<file path="config.mk">
export PLATFORM = sky130hd
export DESIGN_NAME = em4100_tag_scheduler
export DESIGN_NICKNAME = d
export VERILOG_FILES = /design/src/rtl/em4100_pkg.sv /design/src/rtl/rr_arbiter.sv /design/src/rtl/em4100_tag_scheduler.sv
export SDC_FILE = /design/constraint.sdc
export NUM_CORES = 1
export LEC_CHECK = 0
export BUFFER_PORTS_ARGS = -buffer_cell sky130_fd_sc_hd__buf_2
export CAP_MARGIN = 5
export CORE_MARGIN = 3
export CORE_UTILIZATION = 35
export DETAILED_ROUTE_END_ITERATION = 12
export PLACE_DENSITY_LB_ADDON = 0.08
export SKIP_CTS_REPAIR_TIMING = 1
export SLEW_MARGIN = 15
export SYNTH_ARGS = -nofsm -noshare
export SYNTH_HDL_FRONTEND = slang
export SYNTH_SLANG_ARGS = --single-unit
</file>
<file path="constraint.sdc">
create_clock -name clk -period 2.3 [get_ports clk]
set_clock_uncertainty 0.1 [all_clocks]
set_input_delay 0.115 -clock clk [delete_from_list [all_inputs] [get_ports clk]]
set_output_delay 0.115 -clock clk [all_outputs]
set_load 0.1 [all_outputs]
</file>
<file path="src/rtl/em4100_pkg.sv">
// Shared types and constants for the EM4100 tag scheduler.
package em4100_pkg;

    localparam int unsigned ID_W                 = 40;
    localparam int unsigned DEFAULT_FRAME_CYCLES = 64;

    typedef enum logic [1:0] {
        IDLE = 2'd0,
        LOAD = 2'd1,
        SEND = 2'd2,
        DONE = 2'd3
    } sched_state_t;

endpackage

</file>
<file path="src/rtl/rr_arbiter.sv">
// Rotating-priority arbiter: first requesting slot at or after ptr, modulo N.
module rr_arbiter #(
    parameter int unsigned N = 4
) (
    input  logic [N-1:0]         req,
    input  logic [$clog2(N)-1:0] ptr,
    output logic                 valid,
    output logic [$clog2(N)-1:0] idx
);

    localparam int unsigned IDX_W = $clog2(N);

    // Scan from the farthest slot down so the nearest one to ptr wins.
    always_comb begin
        valid = 1'b0;
        idx   = '0;
        for (int k = N - 1; k >= 0; k--) begin
            automatic int slot = (int'(ptr) + k) % int'(N);
            if (req[IDX_W'(slot)]) begin
                valid = 1'b1;
                idx   = IDX_W'(slot);
            end
        end
    end

endmodule

</file>
<file path="src/rtl/em4100_tag_scheduler.sv">
// Shares one EM4100 emitter among N ID slots: grant, load gap, fixed burst, ack.
module em4100_tag_scheduler
    import em4100_pkg::*;
#(
    parameter int unsigned N            = 4,
    parameter int unsigned FRAME_CYCLES = DEFAULT_FRAME_CYCLES,
    parameter int unsigned REPEATS      = 3,
    parameter int unsigned GAP_CYCLES   = 2
) (
    input  logic                 clk,
    input  logic                 rst_n,
    input  logic [N-1:0]         req,
    input  logic [N*ID_W-1:0]    id_flat,
    output logic [N-1:0]         ack,
    output logic                 busy,
    output logic [$clog2(N)-1:0] grant_idx,
    output logic                 em_tx,
    output logic [ID_W-1:0]      em_data
);

    localparam int unsigned IDX_W       = $clog2(N);
    localparam int unsigned SEND_CYCLES = REPEATS * FRAME_CYCLES;
    localparam int unsigned CNT_W       = $clog2(SEND_CYCLES + 1);

    sched_state_t     state;
    logic [CNT_W-1:0] cnt;
    logic [IDX_W-1:0] ptr;
    logic [IDX_W-1:0] next_ptr;
    logic             arb_valid;
    logic [IDX_W-1:0] arb_idx;
    logic [ID_W-1:0]  sel_id;
    logic             req_held;

    rr_arbiter #(.N(N)) u_arb (
        .req   (req),
        .ptr   (ptr),
        .valid (arb_valid),
        .idx   (arb_idx)
    );

    // ID of the slot the arbiter would grant this cycle.
    always_comb begin
        sel_id = '0;
        for (int i = 0; i < int'(N); i++) begin
            if (arb_idx == IDX_W'(i)) sel_id = id_flat[i*ID_W +: ID_W];
        end
    end

    assign next_ptr = (grant_idx == IDX_W'(N - 1)) ? '0 : grant_idx + IDX_W'(1);
    assign req_held = req[grant_idx];

    always_ff @(posedge clk or negedge rst_n) begin
        if (!rst_n) begin
            state     <= IDLE;
            cnt       <= '0;
            ptr       <= '0;
            ack       <= '0;
            busy      <= 1'b0;
            grant_idx <= '0;
            em_tx     <= 1'b0;
            em_data   <= '0;
        end else begin
            ack <= '0;
            case (state)
                IDLE: begin
                    if (arb_valid) begin
                        state     <= LOAD;
                        cnt       <= '0;
                        busy      <= 1'b1;
                        grant_idx <= arb_idx;
                        em_data   <= sel_id;
                    end
                end
                LOAD: begin
                    if (!req_held) begin
                        state <= IDLE;
                        cnt   <= '0;
                        busy  <= 1'b0;
                        em_tx <= 1'b0;
                        ptr   <= next_ptr;
                    end else if (cnt == CNT_W'(GAP_CYCLES - 1)) begin
                        state <= SEND;
                        cnt   <= '0;
                        em_tx <= 1'b1;
                    end else begin
                        cnt <= cnt + CNT_W'(1);
                    end
                end
                SEND: begin
                    if (!req_held) begin
                        state <= IDLE;
                        cnt   <= '0;
                        busy  <= 1'b0;
                        em_tx <= 1'b0;
                        ptr   <= next_ptr;
                    end else if (cnt == CNT_W'(SEND_CYCLES - 1)) begin
                        state <= DONE;
                        cnt   <= '0;
                        em_tx <= 1'b0;
                        ack   <= N'(1) << grant_idx;
                    end else begin
                        cnt <= cnt + CNT_W'(1);
                    end
                end
                DONE: begin
                    state <= IDLE;
                    cnt   <= '0;
                    busy  <= 1'b0;
                    ptr   <= next_ptr;
                end
                default: begin
                    state <= IDLE;
                    cnt   <= '0;
                    busy  <= 1'b0;
                    em_tx <= 1'b0;
                end
            endcase
        end
    end

endmodule

</file>
==> results.json <==
{
  "ir_worst_vdd_mv": 0.965,
  "swShare_pct": 57.4,
  "cp-start-kind": "flop",
  "synth-seq-cells": 60,
  "cts_buffers": 9,
  "ys_top_cells_by_area": "dfrtp_1 (42%), mux2i_1 (22%), o221ai_1 (9.7%), nand2_1 (6.0%), ha_1 (3.5%)",
  "synth_edf_count": 0,
  "drt_iter0_drc": 140,
  "leakage_nw": 2.92,
  "core-area_um2": 9910,
  "yosysTopAreaCellShare_pct": 41.6,
  "worstMarginPinSlew_ns": 0.808,
  "hold-path-cell-count": 3,
  "fin_nets": 758,
  "min_from": "id_flat[106]",
  "fillers": 955,
  "start_util_pct": 36.4,
  "synth.most_common_cell": "mux2i_1",
  "rows": 36,
  "worstPathRequired_ns": 2.41,
  "synth.avg_cell_area_um2": 10.3,
  "fin_crit_ns": 2.37,
  "arrival_ns": 2.48,
  "grt_pass1_wl_mm": 16.4,
  "htreeDepth": 3,
  "setup_ws_ns": -0.0747,
  "period_share_pct": 103,
  "p_seq_share_pct": 20.0,
  "setup_violations": 4,
  "cts_tree": "yes",
  "crit_type": "flop to flop",
  "max_freq_mhz": 421,
  "port-buffer-count": 213,
  "violations": "negative setup slack",
  "drv_slew": 0,
  "drt-total-wl_mm": 10.9,
  "min_to": "em_data[26]",
  "syn_nets": 527,
  "syn_to_final_growth_pct": 47.5,
  "n_antenna_cell": 0,
  "first_global_vias": 3394,
  "cellPowerDensity_nw_per_um2": 1650,
  "r2r_setup_slack_ns": -0.07,
  "die_w_um": 108,
  "crit_fanout": 4,
  "internal-power_mw": 3.74,
  "yosysWarnings": 0,
  "max-slew-margin-rel_pct": 46.2,
  "r2r-end": "cnt[5]",
  "drive_gt1_share_pct": 45.7,
  "vias": 3626,
  "pre_cts_slack_ns": -0.00750,
  "hold_viol": 0,
  "ys_seq_area_share_pct": 41.6,
  "finalSetupTns_ns": -0.138,
  "clockRootBuffer": "clkbuf_8",
  "synthesis.area_um2": 3610,
  "gr-total-overflow": 0,
  "holdCritPathClass": "input port to flop",
  "synth_top_area_cell": "dfrtp_1",
  "synthTopCellsByCount": "mux2i_1 (80), dfrtp_1 (60), nand2_1 (58)",
  "synthArstFlopShare_pct": 100,
  "wl_per_cell_um": 15.2,
  "drt_pass1_iterations": 4,
  "die_h_um": 108,
  "rr_worst_depth": 8,
  "clkSlewWorstSetupHoldPaths_ns": 0.08,
  "die_area_um2": 11600,
  "routed_via_density": 5.04,
  "worstReg2RegStart": "cnt[1]",
  "whs_ns": 0.000385,
  "gp_congestion": 0.831,
  "synthCells": 351,
  "clkPwrFrac_pct": 13.3,
  "synth_cell_types": 43,
  "rsz0062_at_grt": "yes",
  "cp-end-kind": "flop",
  "grt_max_degree": 46,
  "io_pins": 214,
  "track_usage_pct": 17.8,
  "drc": 0,
  "drtAntennaViolNets": 0,
  "clock_latency_ns": 0.32,
  "dp.final_hpwl_mm": 8.28,
  "status": "finished, violations left",
  "synth_ff_type": "dfrtp_1",
  "p_sw_mw": 5.05,
  "antenna_found_initial": 0,
  "combPwrFrac_pct": 66.7,
  "cts_sinks": 60,
  "maxCapViolCount": 0,
  "ctsLongestPathBuffers": 2
}
-- routing by layer --
metal	routed length [um]	up-vias	track usage [%]	share of wire, %
met5	0	-	0	0
met4	77	0	4.96	0.70
met3	849	6	4.38	7.8
met2	5520	142	30.7	50
met1	4500	1702	22.2	41
li1	-	1776	-	-
-- critical path, stage by stage (launching register included) --
cell	delay [ns]
dfrtp_1	0.41
inv_2	0.10
ha_4	0.13
or4b_4	0.45
o41a_1	0.44
o21ai_2	0.20
buf_4	0.15
nor2_2	0.03
a211o_1	0.25
-- through the flow --
step / std cells / instance area [um2] / total power [mW] / utilization, %
after floorplan: 351 / 3610 / 6.39 / -
after global placement: 688 / 4890 / 7.57 / 49.3
after detailed placement: 688 / 4890 / 7.61 / 49.3
after CTS: 704 / 5130 / 8.80 / 51.8
after global routing: 720 / 5320 / 9.32 / 53.7
final: 720 / 5320 / 8.80 / 53.7
-- logic make-up after synthesis --
group	Yosys count	synth area share, %
AO/OA/AOI/OAI	69	15.3
adder cells (fa/ha/maj)	10	3.47
buffers and inverters	33	4.06
flip-flops	60	41.6
multiplexers	82	23.1
AND/OR/NAND/NOR	97	12.5
-- cell type report --
cell class              count  area (um2)  area share, %
multi-input cells         258        1990           37.4
flip-flops and latches     60        1510           28.3
repair buffers            245        1380           26.0
well taps                 133         166           3.13
clock buffers              10         138           2.59
clock inverters             6         111           2.09
inverters                   8        30.0          0.565
-- power by group through the flow --
stage                     registers, mW  clock network, mW  logic, mW
after floorplan                    4.45                  0       1.93
after global placement             1.75                  0       5.81
after detailed placement           1.76                  0       5.85
after CTS                          1.75               1.21       5.84
after global routing               1.81               1.27       6.23
final                              1.76               1.17       5.87
-- layout by cell type (no fill, tap or decap), types with 2 or more instances in the layout --
cell	count
and2_1	5
inv_1	7
buf_4	15
o21ai_0	10
nand3_1	4
nand2_1	58
nor2b_1	2
or2_2	2
clkbuf_8	10
ha_1	9
mux2i_1	80
dlygate4sd3_1	12
o221ai_1	40
or3_2	2
buf_2	213
o211ai_1	5
dfrtp_2	3
bufinv_16	3
nor2_1	8
nor4_1	2
buf_12	3
and3_1	3
dfrtp_1	57
buf_6	2
-- worst max path at each step --
stage	endpoint	start	slack, ns	depth (start not counted)
2_1_floorplan	cnt[5]	grant_idx[0]	-0.02	6
3_3_place_gp	cnt[2]	cnt[1]	0.04	8
3_5_place_dp	cnt[4]	cnt[1]	-0.008	8
4_1_cts	cnt[4]	cnt[1]	-0.03	8
5_1_grt	cnt[5]	cnt[1]	-0.14	8
6_report	cnt[5]	cnt[1]	-0.07	8
-- flip-flops by register name (all words and copies together), names as in the netlist --
| name | flops |
|---|---|
| ack | 4 |
| busy | 1 |
| cnt | 8 |
| em_data | 40 |
| em_tx | 1 |
| grant_idx | 2 |
| ptr | 2 |
| state | 2 |
Note: power is estimated with default switching activity, not from simulation.
